===== config.mk =====
export PLATFORM = sky130hd
export DESIGN_NAME = pwd_set_multi
export DESIGN_NICKNAME = d
export VERILOG_FILES = /design/src/rtl/pwd_set_multi.sv
export SDC_FILE = /design/constraint.sdc
export NUM_CORES = 1
export LEC_CHECK = 0
export BUFFER_PORTS_ARGS = -buffer_cell sky130_fd_sc_hd__buf_4
export CORE_MARGIN = 2
export CORE_UTILIZATION = 46
export DETAILED_ROUTE_END_ITERATION = 7
export PLACE_DENSITY = 0.74
export SYNTH_ARGS = -nofsm -noshare
export SYNTH_HDL_FRONTEND = slang
export SYNTH_SLANG_ARGS = --single-unit

===== constraint.sdc =====
create_clock -name clk -period 1.65 [get_ports clk]
set_input_delay 0.495 -clock clk [delete_from_list [all_inputs] [get_ports clk]]
set_output_delay 0.495 -clock clk [all_outputs]
set_load 0.1 [all_outputs]

===== src/rtl/pwd_set_multi.sv =====
// Password entry: captures a DIGITS-long code one digit per strobe, with backspace, confirm and optional timeout.
// Latency 1 cycle, all outputs registered; no backpressure, every strobe is one event. Optional double entry: PWSET_CONFIRM_TWICE_EN.
module pwd_set_multi #(
    parameter int DIGITS      = 3,
    parameter int DIGIT_W     = 4,
    parameter int TIMEOUT_CYC = 0
) (
    input  logic                          clk,
    input  logic                          rst,
    input  logic                          set,
    input  logic                          confirm,
    input  logic                          back,
    input  logic                          keyboard_en,
    input  logic [DIGIT_W-1:0]            keyboard_num,
    output logic [DIGITS-1:0]             seat,
    output logic [DIGITS*DIGIT_W-1:0]     setnum,
    output logic [$clog2(DIGITS+1)-1:0]   count,
    output logic                          setend,
    output logic                          set_led,
    output logic                          set_err
);
    localparam int CW = $clog2(DIGITS + 1);
    localparam int NW = DIGITS * DIGIT_W;
    localparam int TW = (TIMEOUT_CYC > 1) ? $clog2(TIMEOUT_CYC) : 1;
    localparam logic [CW-1:0] CNT_FULL = CW'(DIGITS);
    localparam logic [TW-1:0] TO_LAST  = TW'((TIMEOUT_CYC > 0) ? TIMEOUT_CYC - 1 : 0);

    localparam logic [1:0] IDLE   = 2'd0;
    localparam logic [1:0] ENTRY  = 2'd1;
`ifdef PWSET_CONFIRM_TWICE_EN
    localparam logic [1:0] VERIFY = 2'd2;
`endif
    localparam logic [1:0] DONE   = 2'd3;

    logic [1:0]        state, state_n;
    logic [NW-1:0]     setnum_n;
    logic [DIGITS-1:0] seat_n;
    logic [CW-1:0]     count_n;
    logic              set_err_n;
    logic [TW-1:0]     to_cnt, to_cnt_n;
    logic [NW-1:0]     work, work_n;
    logic [DIGITS-1:0] wseat_n;
    logic              active, accepted;
`ifdef PWSET_CONFIRM_TWICE_EN
    logic [NW-1:0]     sh_num, sh_num_n;
`endif

    always_comb begin
        state_n   = state;
        setnum_n  = setnum;
        seat_n    = seat;
        count_n   = count;
        set_err_n = 1'b0;
        to_cnt_n  = to_cnt;
        accepted  = 1'b0;
`ifdef PWSET_CONFIRM_TWICE_EN
        sh_num_n  = sh_num;
        // In VERIFY digits and backspace land in the shadow buffer; setnum stays frozen.
        work      = (state == VERIFY) ? sh_num : setnum;
        active    = (state == ENTRY) || (state == VERIFY);
`else
        work      = setnum;
        active    = (state == ENTRY);
`endif
        work_n    = work;
        wseat_n   = seat;

        if (set) begin
            state_n  = ENTRY;
            setnum_n = '1;
            seat_n   = '1;
            count_n  = '0;
            to_cnt_n = '0;
`ifdef PWSET_CONFIRM_TWICE_EN
            sh_num_n = '1;
`endif
        end else if (active) begin
            if (back) begin
                if (count != '0) begin
                    accepted = 1'b1;
                    count_n  = count - CW'(1);
                    for (int k = 0; k < DIGITS; k++) begin
                        if (CW'(k) == count_n) begin
                            work_n[(DIGITS-k)*DIGIT_W-1 -: DIGIT_W] = '1;
                            wseat_n[DIGITS-1-k] = 1'b1;
                        end
                    end
                end
            end else if (keyboard_en) begin
                if (count != CNT_FULL) begin
                    accepted = 1'b1;
                    count_n  = count + CW'(1);
                    for (int k = 0; k < DIGITS; k++) begin
                        if (CW'(k) == count) begin
                            work_n[(DIGITS-k)*DIGIT_W-1 -: DIGIT_W] = keyboard_num;
                            wseat_n[DIGITS-1-k] = 1'b0;
                        end
                    end
                end
            end

`ifdef PWSET_CONFIRM_TWICE_EN
            if (state == VERIFY) begin
                sh_num_n = work_n;
            end else begin
                setnum_n = work_n;
                seat_n   = wseat_n;
            end
`else
            setnum_n = work_n;
            seat_n   = wseat_n;
`endif

            if (!back && !keyboard_en && confirm) begin
                accepted = 1'b1;
                if (count != CNT_FULL) begin
                    set_err_n = 1'b1;
`ifdef PWSET_CONFIRM_TWICE_EN
                end else if (state == ENTRY) begin
                    state_n  = VERIFY;
                    count_n  = '0;
                    sh_num_n = '1;
                end else if (sh_num == setnum) begin
                    state_n  = DONE;
                end else begin
                    state_n   = ENTRY;
                    setnum_n  = '1;
                    seat_n    = '1;
                    count_n   = '0;
                    sh_num_n  = '1;
                    set_err_n = 1'b1;
                end
`else
                end else begin
                    state_n = DONE;
                end
`endif
            end

            // Inactivity timeout abandons the entry entirely.
            if (TIMEOUT_CYC > 0) begin
                if (accepted) begin
                    to_cnt_n = '0;
                end else if (to_cnt == TO_LAST) begin
                    state_n   = IDLE;
                    setnum_n  = '1;
                    seat_n    = '1;
                    count_n   = '0;
                    set_err_n = 1'b1;
                    to_cnt_n  = '0;
`ifdef PWSET_CONFIRM_TWICE_EN
                    sh_num_n  = '1;
`endif
                end else begin
                    to_cnt_n = to_cnt + TW'(1);
                end
            end
        end
    end

    always_ff @(posedge clk or posedge rst) begin
        if (rst) begin
            state   <= IDLE;
            setnum  <= '1;
            seat    <= '1;
            count   <= '0;
            setend  <= 1'b0;
            set_led <= 1'b0;
            set_err <= 1'b0;
            to_cnt  <= '0;
`ifdef PWSET_CONFIRM_TWICE_EN
            sh_num  <= '1;
`endif
        end else begin
            state   <= state_n;
            setnum  <= setnum_n;
            seat    <= seat_n;
            count   <= count_n;
            setend  <= (state_n == DONE);
            set_led <= (state_n == DONE);
            set_err <= set_err_n;
            to_cnt  <= to_cnt_n;
`ifdef PWSET_CONFIRM_TWICE_EN
            sh_num  <= sh_num_n;
`endif
        end
    end
endmodule


==> run_results.csv <==
group,metric,value,unit
critical_path,crit-reg2reg-capture,"setnum[8]",
die,fp-row-count,17,
clock_network,number_of_sinks_driven_by_the_clock_tree,21,
logic_synthesis,postSynthCellCount,98,
clock_network,tritoncts_clock_tree,"built",
critical_path,crit_chain,"inv_2, ha_4, nor2b_2, buf_6, o211ai_4, mux2i_1",
status,status,"finished clean",
logic_synthesis,synth.ff_latch_count,21,
die,die_width,53.4,um
detailed_routing,drt-vias-per-instance,5.66,
timing,setup_viol,0,
power_and_ir_drop,power_density_of_the_placed_cells,956,nW/um^2
die,fp.dieArea,2850,um^2
final_layout,layout-drive-gt1-share,54.5,%
grt,grt_first_pass_wirelength,4170,um
placement,gp_routability_congestion,0.807,
timing,grt_setup_unrepaired,"true",
placement,port-buffer-count,29,
grt,antenna_found_initial,0,
detailed_routing,routed-via-count,906,
timing,timing.hold.ws,201,ps
die,die_h,53.4,um
final_layout,antennaDiodeCount,0,
critical_path,type_of_the_worst_setup_path,"flip-flop to flip-flop",
logic_synthesis,synth-async-reset-ratio,100,%
clock_network,numCtsBuffers,3,
grt,first_global_vias,885,
clock_network,clk-insertion-delay-late,310,ps
power_and_ir_drop,total_power,1.47,mW
logic_synthesis,synth_enable_flop_cells,0,
placement,hpwl,1870,um
detailed_routing,ant_nets,0,
critical_path,timing.rr.start,"count[1]",
grt,grt.total_usage,20.5,%
logic_synthesis,synth_sequential_area_ratio,48.4,%
critical_path,rr_worst_depth,6,
critical_path,ff2ff_setup_slack,30,ps
grt,overflow,0,
critical_path,crit_path_start_kind,"flip-flop",
final_layout,final_core_util,68.4,%
clock_network,clk_pin_slew,120,ps
detailed_routing,detail_route.first_pass.iterations,4,
timing,fin_crit_sh,98.4,%
worst_hold_path,timing.hold.worst.class,"primary input to async pin",
timing,timing.setup.tns,0,ps
grt,grt_max_degree,25,
timing,worst-slew-pin-transition,602,ps
detailed_routing,remaining_drc_errors,0,
die,boundaryPins,30,
critical_path,cpMaxStageDelayCell,"dfrtp_4",
timing,worst_clock_skew,4.71,ps
critical_path,cp_startpoint,"count[1]",
logic_synthesis,yosysUniqueCellTypes,32,
timing,finalHoldViolCount,0,
die,core_ar,2250,um^2
logic_synthesis,syn-num-nets,112,
critical_path,end_kind,"flip-flop",
timing,finalWorstSetupSlack,26.3,ps
power_and_ir_drop,cellLeakagePower,0.714,nW
power_and_ir_drop,irDropWorstVdd,0.736,mV
final_layout,layout-area-overhead-vs-synth,37.3,%
critical_path,cp.required,1890,ps
critical_path,max_stage_delay,530,ps
logic_synthesis,ys.flop_type,"dfstp_2",
timing,relSlewSlack,59.8,%
placement,pre_cts_slack,-20.6,ps
critical_path,worstPathArrival,1860,ps
logic_synthesis,postSynthAreaPerCell,11.5,um^2
timing,fmaxAchievable,0.616,GHz
logic_synthesis,syn-cell-area,1120,um^2
detailed_routing,dr.first_iter.drc_count,9,
die,start_util,49.8,%
clock_network,clockRootBuffer,"clkbuf_4",
critical_path,timing.critical_path.fanout_max,5,
final_layout,final_net_count,147,
timing,finalMaxSlewViolations,0,
timing,finalCriticalPeriod,1620,ps
logic_synthesis,synth.yosys.warnings,0,
detailed_routing,detail_route.wirelength,2570,um
flow_run,max-cap-violations,0,
clock_network,cts_max_path_buffers,2,
detailed_routing,drt-wirelength-per-cell,16.1,um
clock_network,cts_htree_levels,1,
layout by cell type, fill, tap and decap left out, drive strengths merged, types with 2 or more instances in the layout:
master,netlist,layout
a31oi,2,2
buf,4,36
clkbuf,2,3
dfrtp,6,6
dfstp,15,15
ha,4,4
inv,5,5
mux2,4,4
mux2i,11,11
nand2,2,2
nand3b,2,2
nor2,16,16
nor2b,2,2
nor3,6,6
o211ai,3,3
o21a,2,2
o21ai,2,2
state kept, by name (all words and copies together), names as in the netlist:
register / cells
setnum: 12
set_err: 1
state: 2
set_led: 1
count: 2
seat: 3
worst max-delay path, delay by kind of cell, from the launching register on:
kind / cells / cell delay (ps)
buf+inv: 2 / 250
mux: 1 / 240
simple gates: 1 / 50
flops: 1 / 530
fa+ha+maj: 1 / 150
compound gates: 1 / 320
routing by layer:
metal | global-route usage, % | part of all wire (%)
met3 | 2.82 | 5.3
met1 | 25.4 | 42
met5 | 0 | 0
met2 | 36.2 | 51
met4 | 6.41 | 1.6
power breakdown:
group          switching [mW]  internal [mW]  leakage (nW)
registers              0.0366          0.565         0.230
logic                   0.408          0.211         0.466
clock network           0.163         0.0905        0.0177
cell type report:
cell class	instances	area, um^2
Fill cell	181	712
Multi-Input combinational cell	66	572
Sequential cell	21	553
Timing Repair Buffer	36	334
Tap cell	28	35.0
Clock buffer	3	22.5
Inverter	5	21.3
Clock inverter	1	5.00
cell families (layout without fill, tap and decap cells):
family                     Yosys count  after routing  synth area share (%)
AOI/OAI and AO/OA                   15             15                  12.2
xor gates and xnor gates             1              1                 0.780
adders and majority gates            4              4                  4.45
buffers and inverters               11             45                  5.12
DFF                                 21             21                  48.4
muxes                               15             15                  14.8
and+or+nand+nor                     31             31                  14.1
cell usage after synthesis, types with 2 or more instances:
cell type  number  area [um^2]
dfstp_2        15          394
dfrtp_1         6          150
buf_4           2         15.0
mux2_4          3         45.0
nor2_1         16         60.1
clkbuf_1        2         7.51
o211ai_2        2         25.0
nand3b_1        2         15.0
a31oi_1         2         12.5
nor3_1          6         30.0
nor2b_1         2         12.5
o21ai_0         2         10.0
mux2i_1        11          110
nand2_1         2         7.51
ha_1            4         50.1
inv_1           5         18.8
worst max-delay path by stage:
| stage | to | slack (ps) | cells past startpoint |
|---|---|---|---|
| 2_1_floorplan | count[0] | -130 | 4 |
| 4_1_cts | seat[0] | 1 | 1 |
| 6_report | setnum[8] | 30 | 6 |
| 3_3_place_gp | setnum[10] | 50 | 6 |
| 5_1_grt | seat[2] | -20 | 4 |
| 3_5_place_dp | setnum[8] | -20 | 6 |
metrics by stage:
step	area (um^2)	instances
2_1_floorplan	1140	98
3_3_place_gp	1400	154
3_5_place_dp	1400	154
4_1_cts	1470	159
5_1_grt	1540	160
6_report	1540	160
what timing repair did:
action / CTS / global route
setup buffers: 1 / 1
setup endpoints to repair: 17 / 18
gates resized for setup: 11 / 15
pin swaps: 1 / 6
hold buffers: 0 / 0
Power figures use the tool's default switching activity.
